===== src/rtl/gecko_mem_tracker.sv =====
// gecko_mem_tracker: in-order tracker that pairs outstanding memory commands
// with their variable-latency data responses and emits the joined
// {command, data} stream toward writeback. Commands that expect no response
// retire without consuming one.
// Optional statistics outputs are enabled with `define GECKO_MEM_TRACKER_STATS_EN.
//
// Handshake rule for all three interfaces: a beat transfers on a rising clk
// edge where valid && ready are both high; valid and payload must be held
// stable until that edge; ready may depend combinationally on valid.
module gecko_mem_tracker #(
   parameter int CMD_WIDTH  = 64,
   parameter int DATA_WIDTH = 32,
   parameter int DEPTH      = 4,
   parameter int OUTPUT_REG = 0
) (
   input  logic                      clk,
   input  logic                      rst,
   input  logic                      cmd_valid,
   output logic                      cmd_ready,
   input  logic [CMD_WIDTH-1:0]      cmd_payload,
   input  logic                      cmd_expects_resp,
   input  logic                      resp_valid,
   output logic                      resp_ready,
   input  logic [DATA_WIDTH-1:0]     resp_data,
   output logic                      out_valid,
   input  logic                      out_ready,
   output logic [CMD_WIDTH-1:0]      out_cmd,
   output logic [DATA_WIDTH-1:0]     out_data,
   output logic [$clog2(DEPTH):0]    inflight,
   output logic                      orphan_flag
`ifdef GECKO_MEM_TRACKER_STATS_EN
   ,
   output logic [31:0]               stat_stall_cycles,
   output logic [$clog2(DEPTH):0]    stat_max_inflight
`endif
);

   localparam int AW = $clog2(DEPTH);
   localparam int PW = AW + 1;

   // Entry storage; the pointer MSB separates full from empty.
   logic [CMD_WIDTH-1:0]  r_cmd_mem [DEPTH];
   logic [DEPTH-1:0]      r_exp_mem;
   logic [PW-1:0]         r_wr_ptr;
   logic [PW-1:0]         r_rd_ptr;
   logic                  r_orphan;

   logic [PW-1:0]         w_count;
   logic                  w_head_present;
   logic [CMD_WIDTH-1:0]  w_head_cmd;
   logic                  w_head_exp;
   logic                  w_join_valid;
   logic [DATA_WIDTH-1:0] w_join_data;
   logic                  w_take;
   logic                  w_push;
   logic                  w_pop;

   assign w_count        = r_wr_ptr - r_rd_ptr;
   assign w_head_present = (w_count != '0);
   assign w_head_cmd     = r_cmd_mem[r_rd_ptr[AW-1:0]];
   assign w_head_exp     = r_exp_mem[r_rd_ptr[AW-1:0]];

   // Head is joinable when it needs no response or its response is here now.
   assign w_join_valid = w_head_present && (!w_head_exp || resp_valid);
   assign w_join_data  = w_head_exp ? resp_data : '0;

   assign cmd_ready  = (w_count < PW'(DEPTH));
   assign w_push     = cmd_valid && cmd_ready;
   assign w_pop      = w_join_valid && w_take;
   assign resp_ready = w_take && w_head_present && w_head_exp;

   assign inflight    = w_count;
   assign orphan_flag = r_orphan;

   // Payload storage is written on accept only; no reset needed.
   always_ff @(posedge clk) begin
      if (w_push) begin
         r_cmd_mem[r_wr_ptr[AW-1:0]] <= cmd_payload;
         r_exp_mem[r_wr_ptr[AW-1:0]] <= cmd_expects_resp;
      end
   end

   // Pointers advance on push/pop and wrap naturally modulo 2*DEPTH.
   always_ff @(posedge clk or posedge rst) begin
      if (rst) begin
         r_wr_ptr <= '0;
         r_rd_ptr <= '0;
      end else begin
         if (w_push) r_wr_ptr <= r_wr_ptr + PW'(1);
         if (w_pop)  r_rd_ptr <= r_rd_ptr + PW'(1);
      end
   end

   // Sticky flag: a response showed up with no head waiting for one.
   always_ff @(posedge clk or posedge rst) begin
      if (rst) begin
         r_orphan <= 1'b0;
      end else if (resp_valid && !(w_head_present && w_head_exp)) begin
         r_orphan <= 1'b1;
      end
   end

   generate
      if (OUTPUT_REG != 0) begin : g_out_reg
         logic                  r_out_valid;
         logic [CMD_WIDTH-1:0]  r_out_cmd;
         logic [DATA_WIDTH-1:0] r_out_data;

         // Pipe slice accepts whenever it is empty or being drained this cycle.
         assign w_take = !r_out_valid || out_ready;

         // Output slice: one-deep register, keeps 1 beat/cycle throughput.
         always_ff @(posedge clk or posedge rst) begin
            if (rst) begin
               r_out_valid <= 1'b0;
               r_out_cmd   <= '0;
               r_out_data  <= '0;
            end else if (w_take) begin
               r_out_valid <= w_join_valid;
               if (w_join_valid) begin
                  r_out_cmd  <= w_head_cmd;
                  r_out_data <= w_join_data;
               end
            end
         end

         assign out_valid = r_out_valid;
         assign out_cmd   = r_out_cmd;
         assign out_data  = r_out_data;
      end else begin : g_out_comb
         assign w_take    = out_ready;
         assign out_valid = w_join_valid;
         assign out_cmd   = w_head_cmd;
         assign out_data  = w_join_data;
      end
   endgenerate

`ifdef GECKO_MEM_TRACKER_STATS_EN
   logic [31:0]   r_stall;
   logic [PW-1:0] r_max;
   logic [PW-1:0] w_count_next;

   assign w_count_next      = w_count + PW'(w_push) - PW'(w_pop);
   assign stat_stall_cycles = r_stall;
   assign stat_max_inflight = r_max;

   // Stall counter saturates; peak tracks the occupancy after each edge.
   always_ff @(posedge clk or posedge rst) begin
      if (rst) begin
         r_stall <= '0;
         r_max   <= '0;
      end else begin
         if (w_head_present && w_head_exp && !resp_valid && (r_stall != '1)) begin
            r_stall <= r_stall + 32'd1;
         end
         if (w_count_next > r_max) r_max <= w_count_next;
      end
   end
`endif

endmodule


===== config.mk =====
export PLATFORM = sky130hd
export DESIGN_NAME = gecko_mem_tracker
export DESIGN_NICKNAME = d
export VERILOG_FILES = /design/src/rtl/gecko_mem_tracker.sv
export SDC_FILE = /design/constraint.sdc
export NUM_CORES = 1
export LEC_CHECK = 0
export BUFFER_PORTS_ARGS = -buffer_cell sky130_fd_sc_hd__buf_4
export CORE_MARGIN = 1.5
export CORE_UTILIZATION = 50
export DETAILED_ROUTE_END_ITERATION = 12
export GPL_TIMING_DRIVEN = 0
export PLACE_DENSITY = 0.74
export SLEW_MARGIN = 25
export SYNTH_ARGS = -nofsm -noshare
export SYNTH_HDL_FRONTEND = slang
export SYNTH_SLANG_ARGS = --single-unit
export TNS_END_PERCENT = 10

===== constraint.sdc =====
create_clock -name clk -period 3.9 [get_ports clk]
set_input_delay 0.195 -clock clk [delete_from_list [all_inputs] [get_ports clk]]
set_output_delay 0.195 -clock clk [all_outputs]
set_load 0.02 [all_outputs]

# Word-level counts from Yosys, hierarchy flattened
# Memories as Yosys holds them, arrays and structs flattened.
# Index checks and enable logic that the tools add are counted.
dict set report totals {
  register_bits 11
  mem_bits_rw 256
  in_bits 102
  out_inout_bits 103
  wordCells 32
  n_memories 1
}
# name depth width rd rd_clocked_by_memory_dff write_ports line
set mem_list {}
lappend mem_list {r_cmd_mem 4 64 1 0 1 42} ;# logic [CMD_WIDTH-1:0] r_cmd_mem [DEPTH];
dict set report op_classes {
  addsub 3
  magnitude_cmp 4
  mux 8
  reduce_logical 12
}
# cell count
set ops {}
lappend ops {{$mux W32} 1}
lappend ops {{$logic_and A1 B1 Y1} 8}
lappend ops {{$add A3 B1 Y3 const B} 2}
lappend ops {{$lt A2 B3 Y1 const B} 2}
lappend ops {{$bwmux W4} 1}
lappend ops {{$mux W1} 4}
lappend ops {{$lt A3 B3 Y1 const B} 1}
lappend ops {{$reduce_bool A3 Y1} 1}
lappend ops {{$sub A3 B3 Y3} 1}
lappend ops {{$bmux W1 S2} 1}
lappend ops {{$demux W1 S2} 1}
lappend ops {{$ge A2 B1 Y1 const B} 1}
lappend ops {{$logic_not A1 Y1} 2}
lappend ops {{$logic_or A1 B1 Y1} 1}

# Logic depth before layout (Yosys ltp)
dict set report depth {
  depth_word 6
  depth_mapped 7
  ltp_nobuf 7
}

# Least setup slack after synthesis
# Ideal clock, no wire load.
dict set report synth_timing {
  kind {flip-flop to flip-flop}
  start {register r_wr_ptr[0]}
  end {memory r_cmd_mem[3][0] (enable)}
  setup_time_ps 432
  arrival_ps 3024
  t_required_ps 3468
  setup_slack_ps 444
  path_stages_with_launch 6
  n_path_buf 0
  synth_period_minus_slack_ps 3456
  cell_sequence {dfrtp_1 > inv_1 > ha_1 > fa_1 > xnor3_2 > and3_1}
}
dict set report synth_between {
  elab_chain_len 5
}
# element line
set synth_rtl {}
lappend synth_rtl {{start: declaration} 44} ;# logic [PW-1:0] r_wr_ptr;
lappend synth_rtl {{start signal: assignment} 89} ;# if (w_push) r_wr_ptr <= r_wr_ptr + PW'(1);
lappend synth_rtl {{$sub A3 B3 Y3} 58} ;# assign w_count = r_wr_ptr - r_rd_ptr;
lappend synth_rtl {{$lt A3 B3 Y1} 67} ;# assign cmd_ready = (w_count < PW'(DEPTH));
lappend synth_rtl {{via cmd_ready} 19} ;# output logic cmd_ready,
lappend synth_rtl {{$logic_and A1 B1 Y1} 68} ;# assign w_push = cmd_valid && cmd_ready;
lappend synth_rtl {{$mux W1} 77} ;# if (w_push) begin
lappend synth_rtl {{$mux W1 (implied by the code)} 78} ;# r_cmd_mem[r_wr_ptr[AW-1:0]] <= cmd_payload;
lappend synth_rtl {{end: declaration} 42}
# The timed path passes the listed nets, and every way through them passes these cells.

# Worst setup path after layout
dict set report layout_timing {
  start {register r_wr_ptr[0]}
  end {output resp_ready}
}
dict set report layout_between {
  elab_chain_len 4
}
# element line
set layout_rtl {}
lappend layout_rtl {{$sub A3 B3 Y3} 58}
lappend layout_rtl {{$reduce_bool A3 Y1} 59} ;# assign w_head_present = (w_count != '0);
lappend layout_rtl {{$logic_and A1 B1 Y1 (2 in a row)} 70} ;# assign resp_ready = w_take && w_head_present && w_head_exp;
lappend layout_rtl {{end: declaration} 23} ;# output logic resp_ready,
# No other way between the ends.

==> impl_metrics.toml <==
[cells_and_area]
layout.cells.non_filler = 1011
num_antenna_cells = 0
post-route-util_pct = 69.3
regArea_sq_um = 7980
drive_above_1_share_pct = 44.8
fin_nets = 835
nFillCells = 1215
area_growth_pct = 34.8
multiInputGateArea_sq_um = 1990
final_area_sq_um = 13600

[yosys]
syn_nets = 531
synthesis.instances = 422
ys_ff_latch = 267
ys_seq_area_share_pct = 79.2
synth.distinct_cells = 29
ys_warn_count = 0
syn_area_per_cell_sq_um = 23.9
synth_area_sq_um = 10100

[power]
total_power_w = 0.0110
powerDensity_nw_per_um2 = 813
vdd.ir_drop.worst_uv = 529
p_leak_nw = 4.89

[timing]
drv_slew = 0
setup_viol = 0
fmax_ghz = 0.357
skew_ns = 0.0168
hold_viol_final = 0
worst_pin_slew_ns = 0.659
fin_crit_ns = 2.80
slew_headroom_pct = 56.1
fin_crit_sh_pct = 71.8
setup_slack_ns = 1.10
rsz0062_at_grt = "false"

[global_routing]
grt_max_degree = 40
grt_remaining_overflow = 0
grt_pass1_vias = 5823
grt_pass1_wl_um = 32100
grt_antenna_before_repair = 0
grtUsageTotal_pct = 19.6

[drt]
drt-wirelength-per-cell_um = 19.8
post_drt_via_cell_ratio = 5.17
drt_iter0_markers = 236
ant_nets = 0
drcViolationCount = 0
vias = 5231
firstDrtPassIters = 6
totalWireLength_um = 20100

[clock_tree]
root_buffer = "clkbuf_16"
clkTransAtPathRegs_ns = 0.06
ctsHoldBuffers = 67
clockBufferDepth = 3
clkSinkCount = 267
cts_resized = 0
numCtsBuffers = 27
htree_levels = 1
post-cts-setup-buffer-count = 0
cts_tree = "done"
insertion_delay_ns = 0.53

[critical_path]
setup.worst_path.class = "reg -> out"
reg2regPathDepth = 6
r2r_end = "r_cmd_mem[0][62]"
ff2ff_setup_slack_ns = 1.23
critPathLaunch = "r_wr_ptr[0]"
cp.arrival_ns = 2.60
start_kind = "flip-flop"
endpoint = "resp_ready"
end_kind = "output port"
cp.required_ns = 3.70
rr_startpoint = "r_wr_ptr[0]"
cp_max_fo = 9

[placement]
gp_congestion = 0.767
place_area_sq_um = 12100
numPortBuffers = 204
place_ws_ns = 1.24
hpwl_um = 12400
dp_cells = 895

[floorplan]
core_sq_um = 19600
dieArea_sq_um = 21000
rows = 51
design.portCount = 205
start_util_pct = 51.4
die_y_um = 145
die_w_um = 145

[outcome]
status = "completed"

[worst_hold_path]
whs_path_depth = 3
hp-class = "in -> reg"

[run]
timing.max_cap.violations = 0
cell usage in the layout (no fill, tap or decap), drive strengths merged, types with 4 or more instances in the layout:
master	instances
dfrtp	7
clkbuf	34
clkinv	9
clkinvlp	7
buf	220
and3	4
ha	6
inv	11
dlygate4sd3	67
mux4	64
edfxtp	260
and2	33
power by group:
| part | total, W | internal [W] | switching (W) | leakage, nW |
|---|---|---|---|---|
| sequential | 0.00408 | 0.00392 | 0.000161 | 2.44 |
| combinational | 0.00450 | 0.00201 | 0.00249 | 2.05 |
| clock | 0.00247 | 0.00141 | 0.00106 | 0.403 |
| total | 0.0110 | 0.00734 | 0.00371 | 4.89 |
through the flow:
step           TNS [ns]  hold slack (ns)
2_1_floorplan         0         -0.00160
3_3_place_gp    -179.26            0.147
3_5_place_dp          0            0.167
4_1_cts               0           0.0579
5_1_grt               0           0.0792
6_report              0           0.0763
per-layer routing:
layer | part of all wire [%] | wire length (um) | track usage, % | vias up
met2 | 53 | 10700 | 34.6 | 135
met3 | 5.4 | 1080 | 4.34 | 30
met5 | 0 | 0 | 0 | -
li1 | - | - | - | 2363
met4 | 1.5 | 309 | 4.43 | 0
met1 | 40 | 7970 | 25.0 | 2703
worst min path at each step:
stage	from	end	slack, ns
floorplan	rst	orphan_flag	-0.002
global placement	rst	orphan_flag	0.15
detailed placement	rst	orphan_flag	0.17
CTS	cmd_valid	r_wr_ptr[0]	0.06
global route	cmd_valid	r_wr_ptr[0]	0.08
finish	cmd_valid	r_wr_ptr[0]	0.08
cells by family (layout without fill, tap and decap cells):
| logic type | after synthesis | count (layout) | share of synthesized area [%] |
|---|---|---|---|
| xor+xnor | 5 | 5 | 0.584 |
| fa+ha+maj | 7 | 7 | 0.944 |
| buf+inv | 26 | 350 | 1.22 |
| compound gates | 6 | 6 | 0.559 |
| flops | 267 | 267 | 79.2 |
| mux | 68 | 68 | 14.7 |
| simple gates | 43 | 43 | 2.74 |
cell type report:
type	count	share of cell area (%)
Clock buffer	28	5.00
Buffer	18	0.682
Timing Repair Buffer	275	16.9
Inverter	8	0.221
Sequential cell	267	58.8
Tap cell	265	2.44
Multi-Input combinational cell	129	14.6
Clock inverter	21	1.32
worst max-delay path: stages, from the launching register on:
cell	delay, ns
dfrtp_1	0.38
inv_1	0.11
ha_1	0.24
fa_1	0.38
xnor3_2	0.34
a31o_4	0.30
and2b_1	0.19
buf_4	0.14
flip-flops by register name (all words and copies together) (netlist names):
name and count:
r_cmd_mem 256, r_exp_mem 4, orphan_flag 1, r_wr_ptr 3
r_rd_ptr 3
synthesized netlist by cell type:
cell	count	area share, %
clkbuf_1	6	0.22
mux2_1	1	0.11
nor3_2	1	0.099
mux4_2	64	14
or2_2	1	0.062
buf_4	6	0.45
and2b_1	1	0.075
o31ai_1	1	0.075
xnor3_2	1	0.24
edfxtp_1	260	77
and3_1	4	0.25
fa_1	1	0.20
and2_1	33	2.0
nor2_4	1	0.11
a31o_4	1	0.17
ha_1	6	0.75
dfrtp_1	7	1.7
a31oi_1	1	0.062
xnor2_1	1	0.087
xor2_1	3	0.26
a21o_1	1	0.075
mux2i_1	3	0.30
buf_1	4	0.15
inv_1	8	0.30
buf_2	2	0.099
o21ai_0	1	0.050
o22ai_2	1	0.12
nand2b_1	1	0.062
nand2_1	1	0.037
Power figures use the tool's default switching activity.
